### src/rtl/proc_pkg.sv
// Shared definitions for the decode stage of the pipelined processor.
// Contents: instruction-format widths, opcode encodings, and the ID/EX bundle type.
package proc_pkg;

  localparam int unsigned INSTR_W = 20;
  localparam int unsigned OP_W    = 4;
  localparam int unsigned REG_W   = 4;
  localparam int unsigned IMM_W   = INSTR_W - OP_W - 3 * REG_W;

  localparam logic [OP_W-1:0] OP_NOP   = 4'b0000;
  localparam logic [OP_W-1:0] OP_ADD   = 4'b0001;
  localparam logic [OP_W-1:0] OP_SUB   = 4'b0010;
  localparam logic [OP_W-1:0] OP_AND   = 4'b0011;
  localparam logic [OP_W-1:0] OP_OR    = 4'b0100;
  localparam logic [OP_W-1:0] OP_LOAD  = 4'b1011;
  localparam logic [OP_W-1:0] OP_STORE = 4'b1100;

  typedef struct packed {
    logic             valid;
    logic [OP_W-1:0]  opcode;
    logic [REG_W-1:0] write_addr;
    logic             write_en;
    logic [REG_W-1:0] rf1;
    logic [REG_W-1:0] rf2;
    logic [IMM_W-1:0] imm;
  } id_ex_t;

endpackage

### src/rtl/decode_stage_pipe_if.sv
// IF/ID -> decode -> ID/EX signal bundle.
// master: drives in_valid, instruction, flush; observes read addresses, stall_out, ex_*.
// slave : the decode stage itself.
interface decode_stage_pipe_if #(
  parameter int unsigned INSTR_W = proc_pkg::INSTR_W,
  parameter int unsigned OP_W    = proc_pkg::OP_W,
  parameter int unsigned REG_W   = proc_pkg::REG_W
);
  localparam int unsigned ImmW = INSTR_W - OP_W - 3 * REG_W;

  logic               in_valid;
  logic [INSTR_W-1:0] instruction;
  logic               flush;
  logic [REG_W-1:0]   ReadAddressRF1;
  logic [REG_W-1:0]   ReadAddressRF2;
  logic               stall_out;
  logic               ex_valid;
  logic [OP_W-1:0]    ex_opcode;
  logic [REG_W-1:0]   ex_write_addr;
  logic               ex_write_en;
  logic [REG_W-1:0]   ex_rf1;
  logic [REG_W-1:0]   ex_rf2;
  logic [ImmW-1:0]    ex_imm;

  modport master (
    output in_valid, instruction, flush,
    input  ReadAddressRF1, ReadAddressRF2, stall_out,
    input  ex_valid, ex_opcode, ex_write_addr, ex_write_en, ex_rf1, ex_rf2, ex_imm
  );

  modport slave (
    input  in_valid, instruction, flush,
    output ReadAddressRF1, ReadAddressRF2, stall_out,
    output ex_valid, ex_opcode, ex_write_addr, ex_write_en, ex_rf1, ex_rf2, ex_imm
  );
endinterface

### src/rtl/hazard_unit.sv
// Combinational load-use hazard detector.
// Inputs : decode-side validity, source-use flags and read addresses; ID/EX valid,
//          opcode, write enable and destination.
// Output : hazard_o, high when the decoding instruction reads the register a LOAD in EX
//          is about to write.
module hazard_unit
  import proc_pkg::*;
#(
  parameter int unsigned     OP_W    = proc_pkg::OP_W,
  parameter int unsigned     REG_W   = proc_pkg::REG_W,
  parameter logic [OP_W-1:0] OP_LOAD = proc_pkg::OP_LOAD
) (
  input  logic             in_valid_i,
  input  logic             use1_i,
  input  logic             use2_i,
  input  logic [REG_W-1:0] rf1_i,
  input  logic [REG_W-1:0] rf2_i,
  input  logic             ex_valid_i,
  input  logic [OP_W-1:0]  ex_opcode_i,
  input  logic             ex_write_en_i,
  input  logic [REG_W-1:0] ex_write_addr_i,
  output logic             hazard_o
);

  logic match1, match2;

  always_comb begin
    match1   = use1_i && (rf1_i == ex_write_addr_i);
    match2   = use2_i && (rf2_i == ex_write_addr_i);
    hazard_o = in_valid_i && ex_valid_i && (ex_opcode_i == OP_LOAD) && ex_write_en_i &&
               (match1 || match2);
  end

endmodule

### src/rtl/decode_stage_pipe.sv
// Instruction decode stage with a registered ID/EX pipeline register.
// Ports: clock, reset (async, active low), bus (slave modport): IF/ID inputs, combinational
//        RF read addresses and stall_out, registered ex_* ID/EX outputs.
module decode_stage_pipe
  import proc_pkg::*;
#(
  parameter int unsigned     INSTR_W  = proc_pkg::INSTR_W,
  parameter int unsigned     OP_W     = proc_pkg::OP_W,
  parameter int unsigned     REG_W    = proc_pkg::REG_W,
  parameter logic [OP_W-1:0] OP_STORE = proc_pkg::OP_STORE,
  parameter logic [OP_W-1:0] OP_LOAD  = proc_pkg::OP_LOAD,
  parameter logic [OP_W-1:0] OP_NOP   = proc_pkg::OP_NOP
) (
  input logic               clock,
  input logic               reset,
  decode_stage_pipe_if.slave bus
);

  localparam int unsigned ImmW = INSTR_W - OP_W - 3 * REG_W;

  logic [OP_W-1:0]  op;
  logic [REG_W-1:0] f1, f2, f3;
  logic [ImmW-1:0]  imm;
  logic [REG_W-1:0] rf1, rf2, dest;
  logic             write_en, use1, use2;
  logic             is_store, is_load, is_nop;
  logic             hazard;

  logic             ex_valid_q;
  logic [OP_W-1:0]  ex_opcode_q;
  logic [REG_W-1:0] ex_write_addr_q;
  logic             ex_write_en_q;
  logic [REG_W-1:0] ex_rf1_q, ex_rf2_q;
  logic [ImmW-1:0]  ex_imm_q;

  assign op  = bus.instruction[INSTR_W-1 -: OP_W];
  assign f1  = bus.instruction[INSTR_W-OP_W-1 -: REG_W];
  assign f2  = bus.instruction[INSTR_W-OP_W-REG_W-1 -: REG_W];
  assign f3  = bus.instruction[INSTR_W-OP_W-2*REG_W-1 -: REG_W];
  assign imm = bus.instruction[ImmW-1:0];

  always_comb begin
    is_store = (op == OP_STORE);
    is_load  = (op == OP_LOAD);
    is_nop   = (op == OP_NOP);
    // STORE shifts its two sources up one field and has no destination.
    rf1      = is_store ? f1 : f2;
    rf2      = is_store ? f2 : f3;
    dest     = is_store ? '0 : f1;
    // r0 is never written, so a zero destination also suppresses the write.
    write_en = !is_store && !is_nop && (dest != '0);
    use1     = !is_nop;
    use2     = !is_nop && !is_load;
  end

  hazard_unit #(
    .OP_W   (OP_W),
    .REG_W  (REG_W),
    .OP_LOAD(OP_LOAD)
  ) u_hazard_unit (
    .in_valid_i     (bus.in_valid),
    .use1_i         (use1),
    .use2_i         (use2),
    .rf1_i          (rf1),
    .rf2_i          (rf2),
    .ex_valid_i     (ex_valid_q),
    .ex_opcode_i    (ex_opcode_q),
    .ex_write_en_i  (ex_write_en_q),
    .ex_write_addr_i(ex_write_addr_q),
    .hazard_o       (hazard)
  );

  always_ff @(posedge clock or negedge reset) begin
    if (!reset) begin
      ex_valid_q      <= 1'b0;
      ex_opcode_q     <= OP_NOP;
      ex_write_addr_q <= '0;
      ex_write_en_q   <= 1'b0;
      ex_rf1_q        <= '0;
      ex_rf2_q        <= '0;
      ex_imm_q        <= '0;
    end else if (bus.flush || hazard) begin
      // Kill or bubble: only validity and write enable matter, other fields hold.
      ex_valid_q    <= 1'b0;
      ex_write_en_q <= 1'b0;
    end else begin
      ex_valid_q      <= bus.in_valid;
      ex_opcode_q     <= op;
      ex_write_addr_q <= dest;
      ex_write_en_q   <= write_en && bus.in_valid;
      ex_rf1_q        <= rf1;
      ex_rf2_q        <= rf2;
      ex_imm_q        <= imm;
    end
  end

  assign bus.ReadAddressRF1 = rf1;
  assign bus.ReadAddressRF2 = rf2;
  assign bus.stall_out      = hazard && !bus.flush;
  assign bus.ex_valid       = ex_valid_q;
  assign bus.ex_opcode      = ex_opcode_q;
  assign bus.ex_write_addr  = ex_write_addr_q;
  assign bus.ex_write_en    = ex_write_en_q;
  assign bus.ex_rf1         = ex_rf1_q;
  assign bus.ex_rf2         = ex_rf2_q;
  assign bus.ex_imm         = ex_imm_q;

endmodule

### src/flat_wrapper.sv
// flat-port wrapper written by rule: the top's interface ports become plain ports
module decode_stage_pipe_flat import proc_pkg::*;
#(
  parameter int unsigned     INSTR_W  = proc_pkg::INSTR_W,
  parameter int unsigned     OP_W     = proc_pkg::OP_W,
  parameter int unsigned     REG_W    = proc_pkg::REG_W,
  parameter logic [OP_W-1:0] OP_STORE = proc_pkg::OP_STORE,
  parameter logic [OP_W-1:0] OP_LOAD  = proc_pkg::OP_LOAD,
  parameter logic [OP_W-1:0] OP_NOP   = proc_pkg::OP_NOP
)
  (clock, reset, bus_in_valid, bus_instruction, bus_flush, bus_ReadAddressRF1, bus_ReadAddressRF2, bus_stall_out, bus_ex_valid, bus_ex_opcode, bus_ex_write_addr, bus_ex_write_en, bus_ex_rf1, bus_ex_rf2, bus_ex_imm);
  decode_stage_pipe_if #(.INSTR_W(INSTR_W), .OP_W(OP_W), .REG_W(REG_W)) bus_i ();
  input logic clock;
  input logic reset;
  input wire logic [$bits(bus_i.in_valid)-1:0] bus_in_valid;
  input wire logic [$bits(bus_i.instruction)-1:0] bus_instruction;
  input wire logic [$bits(bus_i.flush)-1:0] bus_flush;
  output wire logic [$bits(bus_i.ReadAddressRF1)-1:0] bus_ReadAddressRF1;
  output wire logic [$bits(bus_i.ReadAddressRF2)-1:0] bus_ReadAddressRF2;
  output wire logic [$bits(bus_i.stall_out)-1:0] bus_stall_out;
  output wire logic [$bits(bus_i.ex_valid)-1:0] bus_ex_valid;
  output wire logic [$bits(bus_i.ex_opcode)-1:0] bus_ex_opcode;
  output wire logic [$bits(bus_i.ex_write_addr)-1:0] bus_ex_write_addr;
  output wire logic [$bits(bus_i.ex_write_en)-1:0] bus_ex_write_en;
  output wire logic [$bits(bus_i.ex_rf1)-1:0] bus_ex_rf1;
  output wire logic [$bits(bus_i.ex_rf2)-1:0] bus_ex_rf2;
  output wire logic [$bits(bus_i.ex_imm)-1:0] bus_ex_imm;
  assign bus_i.in_valid = bus_in_valid;
  assign bus_i.instruction = bus_instruction;
  assign bus_i.flush = bus_flush;
  assign bus_ReadAddressRF1 = bus_i.ReadAddressRF1;
  assign bus_ReadAddressRF2 = bus_i.ReadAddressRF2;
  assign bus_stall_out = bus_i.stall_out;
  assign bus_ex_valid = bus_i.ex_valid;
  assign bus_ex_opcode = bus_i.ex_opcode;
  assign bus_ex_write_addr = bus_i.ex_write_addr;
  assign bus_ex_write_en = bus_i.ex_write_en;
  assign bus_ex_rf1 = bus_i.ex_rf1;
  assign bus_ex_rf2 = bus_i.ex_rf2;
  assign bus_ex_imm = bus_i.ex_imm;
  decode_stage_pipe #(.INSTR_W(INSTR_W), .OP_W(OP_W), .REG_W(REG_W), .OP_STORE(OP_STORE), .OP_LOAD(OP_LOAD), .OP_NOP(OP_NOP)) u_core (.clock(clock), .reset(reset), .bus(bus_i));
endmodule
### config.mk
export PLATFORM = sky130hd
export DESIGN_NAME = decode_stage_pipe_flat
export DESIGN_NICKNAME = d
export VERILOG_FILES = /design/src/rtl/proc_pkg.sv /design/src/rtl/decode_stage_pipe_if.sv /design/src/rtl/hazard_unit.sv /design/src/rtl/decode_stage_pipe.sv /design/src/flat_wrapper.sv
export SDC_FILE = /design/constraint.sdc
export NUM_CORES = 1
export LEC_CHECK = 0
export BUFFER_PORTS_ARGS = -buffer_cell sky130_fd_sc_hd__buf_2
export CORE_MARGIN = 2
export CORE_UTILIZATION = 48
export CTS_CLUSTER_DIAMETER = 60
export DETAILED_ROUTE_END_ITERATION = 16
export GPL_TIMING_DRIVEN = 1
export PLACE_DENSITY = 0.8
export SYNTH_ARGS = -nofsm -noshare
export SYNTH_HDL_FRONTEND = slang
export SYNTH_SLANG_ARGS = --single-unit
### constraint.sdc
create_clock -name clock -period 2.85 [get_ports clock]
set_input_delay 0.4275 -clock clock [delete_from_list [all_inputs] [get_ports clock]]
set_output_delay 0.4275 -clock clock [all_outputs]
set_load 0.01 [all_outputs]
# Word-level counts from Yosys, hierarchy flattened
# Index checks and enable logic that the tools add are counted.
# W data, S select, Z words.
# totals
register_bits	22
out_inout_bits	31
latch_bits	0
input_bits	24
wordCells	36
ram_bits	0
mem_bits_ro	0
mem_count	0
# classes
bitwise_logic	0
addsub	0
n_reduce_logical	19
shift	0
n_eq_ne	5
n_mux	5
n_lt_le_gt_ge	0
multipliers	0
n_div	0
# ops
op	n
$eq A4 B4 Y1 const B	3
$mux W4	3
$logic_and A1 B1 Y1	11
$eq A4 B4 Y1	2
$logic_not A1 Y1	4
$logic_not A4 Y1	1
$reduce_bool A4 Y1	1
$logic_or A1 B1 Y1	2
$mux W1	2

# Longest topological paths before layout
# Gate-level depths: netlist (run 1).
# logic_depth
word_depth	8
ltp_mapped	7
mapped_depth_nobuf	5

# Modules after synthesis
# A second synthesis (run 1) with hierarchy kept.
# hier_totals
hier_cells	87
area_unflattened_um2	1127.3
# by_module_without_submodules
mod	n_inst	seq_area_each_um2	cells_each	area_each_um2
decode_stage_pipe	1	550.5	72	1014.7
hazard_unit	1	0.0	15	112.6

# Worst setup path after synthesis (run 1)
# No wires, ideal clock.
# synth_timing
path_kind	input port to flip-flop
startpoint	input port bus_instruction[16]
endpoint	register u_core.ex_imm_q[0] (netlist: u_core.bus.ex_imm[0])
arrival_time_ns	2.297
stages	7
setup_slack_ns	0.428
required_ns	2.725
n_path_buf	2
path_cell_list	and4bb_1 > buf_6 > or4_4 > a2111oi_4 > a221oi_2 > buf_6 > mux2_4
# synth_via
elab_chain_len	7
elab_cells_between_ends	15
classes_between	4 x eq/ne; 2 x mux; 9 x reduce/logical
# synth_lines
element	line_no	source
start, declared	flat_wrapper.sv:16	input wire logic [$bits(bus_i.instruction)-1:0] bus_instruction;
$eq A4 B4 Y1 (tied with other cells)	decode_stage_pipe.sv:43	is_store = (op == OP_STORE);
$mux W4 (tied with other cells)	decode_stage_pipe.sv:47	rf1 = is_store ? f1 : f2;
$eq A4 B4 Y1 (tied with other cells)	hazard_unit.sv:28	match1 = use1_i && (rf1_i == ex_write_addr_i);
$logic_and A1 B1 Y1 (on tied branches)	hazard_unit.sv:28, hazard_unit.sv:29	
$logic_or A1 B1 Y1 *	hazard_unit.sv:31	(match1 || match2);
$logic_and A1 B1 Y1 *	hazard_unit.sv:30	hazard_o = in_valid_i && ex_valid_i && (ex_opcode_i == OP_LOAD) && ex_write_en_i &&
$logic_or A1 B1 Y1 *	decode_stage_pipe.sv:82	end else if (bus.flush || hazard) begin
end signal, assigned	decode_stage_pipe.sv:93	ex_imm_q <= imm;
end, declared	decode_stage_pipe.sv:34	logic [ImmW-1:0] ex_imm_q;
# Mark *: on every way between the ends. The rest lies on a longest branch, timed or not.
# A chain may end at the register's enable or synchronous reset.

# Worst setup path in the final report (run 1)
# layout_timing
startpoint	register u_core.ex_write_addr_q[1] (netlist: u_core.bus.ex_write_addr[1])
endpoint	output port bus_stall_out
# layout_via
elab_chain_len	5
elab_cells_between_ends	7
classes_between	2 x eq/ne; 5 x reduce/logical
# layout_lines
element	line_no	source
start, declared	decode_stage_pipe.sv:31	logic [REG_W-1:0] ex_write_addr_q;
start signal, assigned	decode_stage_pipe.sv:89	ex_write_addr_q <= dest;
$eq A4 B4 Y1 (on tied branches)	hazard_unit.sv:28, hazard_unit.sv:29	
$logic_and A1 B1 Y1 (on tied branches)	hazard_unit.sv:28, hazard_unit.sv:29	
$logic_or A1 B1 Y1 *	hazard_unit.sv:31	
$logic_and A1 B1 Y1 *	hazard_unit.sv:30	
$logic_and A1 B1 Y1 *	decode_stage_pipe.sv:99	assign bus.stall_out = hazard && !bus.flush;
end, declared	flat_wrapper.sv:20	output wire logic [$bits(bus_i.stall_out)-1:0] bus_stall_out;
# Marks and branches as above.

==> flow_summary_export.csv, run 1 <==
group,metric,value,unit
power,p_per_area,433,nW/um^2
critical_path,r2r_end,"u_core.bus.ex_rf1[0]$_DFFE_PN0N_",
timing,slew_headroom,0.679,
detailed_routing,avgRoutedWirePerCell,15.3,um
synth,ys_seq_area_frac,0.408,
placed_design,place_area,1660,um^2
clock_network,cts_inserted_buffers,3,
global_routing,grt_pass1_vias,1091,
global_routing,grt_pass1_wl,5060,um
critical_path,crit_family,"simple AND/OR/NAND/NOR gates",
detailed_routing,drc,0,
clock_network,clock_latency,310,ps
die,start_util,0.498,
power,power,730,uW
power,vdd_drop_max,0.335,mV
synth,ys_seq_elements,22,
synth,netlist_instances,106,
synth,synth_ff_type,"dfrtp_1",
synth,yosysWarnings,0,
placed_design,place_ws,160,ps
detailed_routing,first_pass_iters,5,
layout,drive_above_1_share,0.540,
layout,final_util,0.622,
timing,period_minus_slack,2750,ps
critical_path,reg2reg_from,"u_core.bus.ex_write_addr[1]$_DFFE_PN0N_",
critical_path,crit_arrival,2320,ps
global_routing,grt_usage,0.200,
synth,synth_edf_count,0,
hold_path,min_path_type,"primary input to async pin",
critical_path,path_buf_inv,1,
critical_path,crit_path_max_fanout,6,
timing,fin_setup_tns,0,ps
timing,grt_setup_unrepaired,"no",
synth,avgSynthCellArea,12.7,um^2
die,chipHeight,57.0,um
die,rows,19,
critical_path,r2r_slack,430,ps
critical_path,cpPeakStageDelay,520,ps
layout,antenna_cells,0,
timing,setup_ws,97.9,ps
die,die_area,3250,um^2
clock_network,clk_path_buf_depth,2,
synth,synthArstFlopShare,1.00,
global_routing,gr-total-overflow,0,
critical_path,path_class,"flip-flop to primary output",
critical_path,worstPathCellList,"nor2b_1, or4_4, a2111oi_4, nand2_1, a21oi_1, buf_2",
critical_path,critPathLaunchType,"flip-flop",
layout,layout_commonest_cell,"buf_2",
layout,layout_common_cells,"buf_2 (54), dfrtp_1 (22), mux2_4 (17)",
placed_design,port_buffers,54,
critical_path,slowest_stage,"or4_4",
job,cap_viol_max_count,0,
clock_network,cts_tree,"done",
timing,hold_violations,0,
detailed_routing,ant_nets,0,
clock_network,cts_hold_buf,0,
clock_network,post-cts-setup-buffers,0,
synth,synth_nets,130,
timing,fin_skew,2.51,ps
die,die-width,57.0,um
detailed_routing,vias_per_cell,5.39,
clock_network,cts.sinks,22,
clock_network,path_clk_slew,110,ps
status,status,"completed",
synth,yosysUniqueCellTypes,34,
clock_network,ctsResizeCount,0,
clock_network,clockRootBuffer,"clkbuf_4",
placed_design,place_congestion,0.798,
critical_path,end_kind,"primary output",
layout,syn_to_final_growth,24.8,%
detailed_routing,via_count,1046,
layout,finish.instance_area,1690,um^2
critical_path,cp.depth,6,
power,leakagePower,0.826,nW
detailed_routing,drtIter0Drc,17,
critical_path,r2r_cells,6,
critical_path,required,2420,ps
die,core-area,2710,um^2
timing,fmaxAchievable,363,MHz
placed_design,hpwl,2310,um
clock_network,htreeDepth,1,
global_routing,grt_max_degree,23,
timing,fin_crit_sh,0.966,
layout,final_nets,189,
synth,synth_area,1350,um^2
detailed_routing,wl,2970,um
timing,tightest_slew,482,ps
global_routing,antenna_found_initial,0,
timing,maxSlewViolCount,0,
die,ioPinCount,55,
timing,setup_viol_count_final,0,
-- cells in the mapped netlist (3+ instances only) --
cell / count / area share
dfrtp_1: 22 / 0.41
xor2_1: 6 / 0.039
mux2_1: 3 / 0.025
mux2_4: 17 / 0.19
mux2_2: 7 / 0.058
buf_6: 3 / 0.025
nor2b_1: 7 / 0.032
xnor2_1: 3 / 0.019
nand2_1: 4 / 0.011
-- per-layer routing --
metal / wire (um) / share of wire / global-route usage
met1: 1270 / 0.43 / 0.260
met5: 0 / 0 / 0
met3: 137 / 0.046 / 0.0408
met4: 58 / 0.020 / 0.0731
met2: 1500 / 0.50 / 0.330
-- worst reg2reg max path: stages (launching register included) --
cell and delay (ps):
dfrtp_1 490, nor2b_1 170, or4_4 520, a2111oi_4 440, a221oi_4 120, buf_4 240
mux2_1 330
-- final cells by class --
type | count | area (um^2)
fillers | 239 | 1020
inverters | 2 | 7.51
flip-flops and latches | 22 | 551
repair buffers | 58 | 300
multi-input cells | 78 | 766
clock buffers | 3 | 22.5
well taps | 31 | 38.8
-- power breakdown --
group          internal, mW  switching, mW  total (mW)
registers             0.344         0.0269       0.371
clock network        0.0494         0.0908       0.140
logic                 0.116          0.103       0.219
-- sequential cells by signal, summed over array words and instances, names as in the netlist --
register / cells
u_core.bus.ex_write_en: 1
u_core.bus.ex_opcode: 4
u_core.bus.ex_write_addr: 4
u_core.bus.ex_imm: 4
u_core.bus.ex_rf2: 4
u_core.bus.ex_rf1: 4
u_core.bus.ex_valid: 1
-- worst max path at each step --
stage	from	slack (ps)	end
after floorplan	bus_instruction[16]	430	u_core.bus.ex_imm[0]$_DFFE_PN0N_
after global placement	bus_instruction[17]	230	u_core.bus.ex_rf1[1]$_DFFE_PN0N_
after detailed placement	bus_instruction[17]	160	u_core.bus.ex_rf1[0]$_DFFE_PN0N_
after CTS	u_core.bus.ex_write_addr[1]$_DFFE_PN0N_	70	bus_stall_out
after global routing	u_core.bus.ex_write_addr[1]$_DFFE_PN0N_	2	bus_stall_out
final	u_core.bus.ex_write_addr[1]$_DFFE_PN0N_	100	bus_stall_out
-- kinds of logic after synthesis --
| kind of cell | count (synthesis) | share of synthesized area |
|---|---|---|
| simple gates | 30 | 0.143 |
| mux | 29 | 0.287 |
| flops | 22 | 0.408 |
| compound gates | 10 | 0.0704 |
| xor+xnor | 9 | 0.0584 |
| buf+inv | 6 | 0.0334 |
-- stage by stage --
| step | std cells | hold WS (ps) |
|---|---|---|
| 5_1_grt | 194 | 89.3 |
| 6_report | 194 | 60.3 |
| 2_1_floorplan | 106 | 132 |
| 3_3_place_gp | 191 | 407 |
| 4_1_cts | 194 | 76.9 |
| 3_5_place_dp | 191 | 422 |
Note: power is estimated with default switching activity, not from simulation.
==> inputs of run 2 (changes only) <==
--- a/config.mk
+++ b/config.mk
@@ -6,12 +6,14 @@
 export NUM_CORES = 1
 export LEC_CHECK = 0
 export BUFFER_PORTS_ARGS = -buffer_cell sky130_fd_sc_hd__buf_2
+export CELL_PAD_IN_SITES_DETAIL_PLACEMENT = 1
+export CELL_PAD_IN_SITES_GLOBAL_PLACEMENT = 1
 export CORE_MARGIN = 2
-export CORE_UTILIZATION = 48
+export CORE_UTILIZATION = 37
 export CTS_CLUSTER_DIAMETER = 60
 export DETAILED_ROUTE_END_ITERATION = 16
 export GPL_TIMING_DRIVEN = 1
-export PLACE_DENSITY = 0.8
+export PLACE_DENSITY_LB_ADDON = 0.1
 export SYNTH_ARGS = -nofsm -noshare
 export SYNTH_HDL_FRONTEND = slang
 export SYNTH_SLANG_ARGS = --single-unit
==> run 2 against run 1 <==
Against the previous run:
- global-route usage shrank 0.66 points
- register-to-register slack gained 30 ps
- clock-buffer cell count stayed put
- flip-flop and latch count did not move
- cell area rose by 3.9%
- clock skew increased by 3.2 ps
- first-iteration DRC count rose by 120%
- largest cell class unchanged
- largest power group unchanged
- highest routed layer unchanged
==> flow_summary_export.csv, run 2 (same netlist as run 1, synthesis figures left out) <==
group,metric,value,unit
clock_network,cts.sinks,22,
clock_network,clockRootBuffer,"clkbuf_4",
timing,fin_setup_tns,0,ps
placed_design,numPlacedInstances,208,
die,rows,21,
power,leakagePower,0.849,nW
clock_network,clock_latency,330,ps
power,p_switching,244,uW
die,die-width,64.4,um
timing,period_minus_slack,2760,ps
global_routing,gr-usage-met3,0.0387,
timing,hold_violations,0,
status,status,"completed",
critical_path,worstPathCellList,"xor2_1, or4_4, a2111oi_4, nand2_1, a21oi_1, buf_2",
critical_path,cpPeakStageDelay,510,ps
timing,timing.hold.ws,47.9,ps
clock_network,post-cts-setup-buffers,0,
critical_path,crit_path_max_fanout,5,
die,die_area,4150,um^2
clock_network,path_clk_slew,130,ps
timing,maxSlewViolCount,0,
timing,tightest_slew,553,ps
power,intPower,604,uW
die,start_util,0.395,
job,cap_viol_max_count,0,
global_routing,busiest_layer,"met2",
layout,layout_common_cells,"buf_2 (54), dfrtp_1 (21), mux2_4 (17)",
power,combPwrFrac,0.267,
detailed_routing,avgRoutedWirePerCell,17.0,um
layout,drive_above_1_share,0.554,
timing,slew_headroom,0.630,
detailed_routing,vias_per_cell,5.09,
timing,setup_viol_count_final,0,
clock_network,cts_inserted_buffers,3,
placed_design,hpwl,2710,um
critical_path,path_class,"flip-flop to primary output",
global_routing,grt_pass1_vias,1178,
power,p_per_area,484,nW/um^2
power,sequentialPowerShare,0.438,
timing,fin_skew,5.71,ps
power,p_clk_frac,0.295,
global_routing,grt_pass1_wl,6100,um
placed_design,place_area,1700,um^2
clock_network,clk_path_buf_depth,2,
critical_path,crit_arrival,2330,ps
detailed_routing,first_pass_iters,3,
global_routing,gr-total-overflow,0,
placed_design,place_congestion,0.837,
layout,antenna_cells,0,
die,core-area,3420,um^2
clock_network,htreeDepth,1,
power,power_switching_share,0.287,
die,ioPinCount,55,
global_routing,use_met2,0.328,
timing,fmaxAchievable,362,MHz
layout,finish.instance_area,1750,um^2
detailed_routing,via_count,1080,
global_routing,grt_max_degree,23,
global_routing,met1_usage,0.246,
power,vdd_drop_max,0.297,mV
global_routing,grt_usage,0.193,
detailed_routing,drtIter0Drc,38,
timing,grt_setup_unrepaired,"no",
critical_path,required,2420,ps
die,chipHeight,64.4,um
layout,syn_to_final_growth,29.7,%
detailed_routing,ant_nets,0,
critical_path,end_kind,"primary output",
detailed_routing,wl,3610,um
clock_network,cts_tree,"done",
layout,layout_commonest_cell,"buf_2",
hold_path,min_path_type,"primary input to async pin",
critical_path,critPathLaunchType,"flip-flop",
global_routing,antenna_found_initial,0,
detailed_routing,drc,0,
layout,fin_cells,212,
critical_path,slowest_stage,"or4_4",
timing,fin_crit_sh,0.969,
placed_design,port_buffers,54,
layout,final_nets,191,
## run 2: changes by cell type in the layout (fill, tap and decap cells not counted), sizes merged
cell    delta
buf        +2
bufinv     +1
## run 2: power groups by stage
stage,Clock (mW),Sequential (mW),Combinational (mW)
after floorplan,0,0.389,0.117
after global placement,0,0.374,0.222
after detailed placement,0,0.376,0.226
after CTS,0.254,0.372,0.231
after global routing,0.267,0.377,0.246
final,0.250,0.371,0.226
## run 2: path summary, 6_finish.rpt
check,start,endpoint,slack (ps),depth (start not counted)
worst max-delay path,u_core.bus.ex_write_addr[3]$_DFFE_PN0N_,bus_stall_out,90,6
worst min register to register,u_core.bus.ex_rf1[1]$_DFFE_PN0N_,u_core.bus.ex_rf1[1]$_DFFE_PN0N_,500,1
worst min-delay path,reset,u_core.bus.ex_write_addr[0]$_DFFE_PN0N_,50,1
max in group asynchronous,reset,u_core.bus.ex_write_addr[1]$_DFFE_PN0N_,2430,1
worst max register to register,u_core.bus.ex_write_addr[3]$_DFFE_PN0N_,u_core.bus.ex_rf1[0]$_DFFE_PN0N_,460,6
min in group clock,bus_instruction[0],u_core.bus.ex_imm[0]$_DFFE_PN0N_,330,2
## run 2: per-stage QoR
step / power (mW) / setup WS [ps] / util
3_3_place_gp: 0.597 / 206 / 0.497
2_1_floorplan: 0.505 / 428 / -
5_1_grt: 0.891 / 6.79 / 0.512
4_1_cts: 0.857 / 71.1 / 0.512
6_report: 0.847 / 87.7 / 0.512
3_5_place_dp: 0.603 / 206 / 0.497
## run 2: final cells by class
type	count	area, um^2
multi-input cells	78	766
flip-flops and latches	22	552
clock buffers	3	22.5
inverters	2	7.51
repair buffers	60	315
clock inverters	1	30.0
fillers	393	1670
well taps	46	57.6
## run 2: metal layers
metal,share of wire,wire (um)
met1,0.43,1550
met4,0.019,68
met2,0.50,1800
met3,0.053,192
met5,0,0
## run 2: worst max-delay path: cells and delay by family, from the launching register on
kind / cells / cell delay [ps]
simple gates: 2 / 600
flops: 1 / 480
xor+xnor: 1 / 180
compound gates: 2 / 580
buf+inv: 1 / 150
## run 2: repair_timing
item,in CTS,in global routing
gates resized for setup,0,1
setup endpoints to repair,0,1
hold buffers,0,0
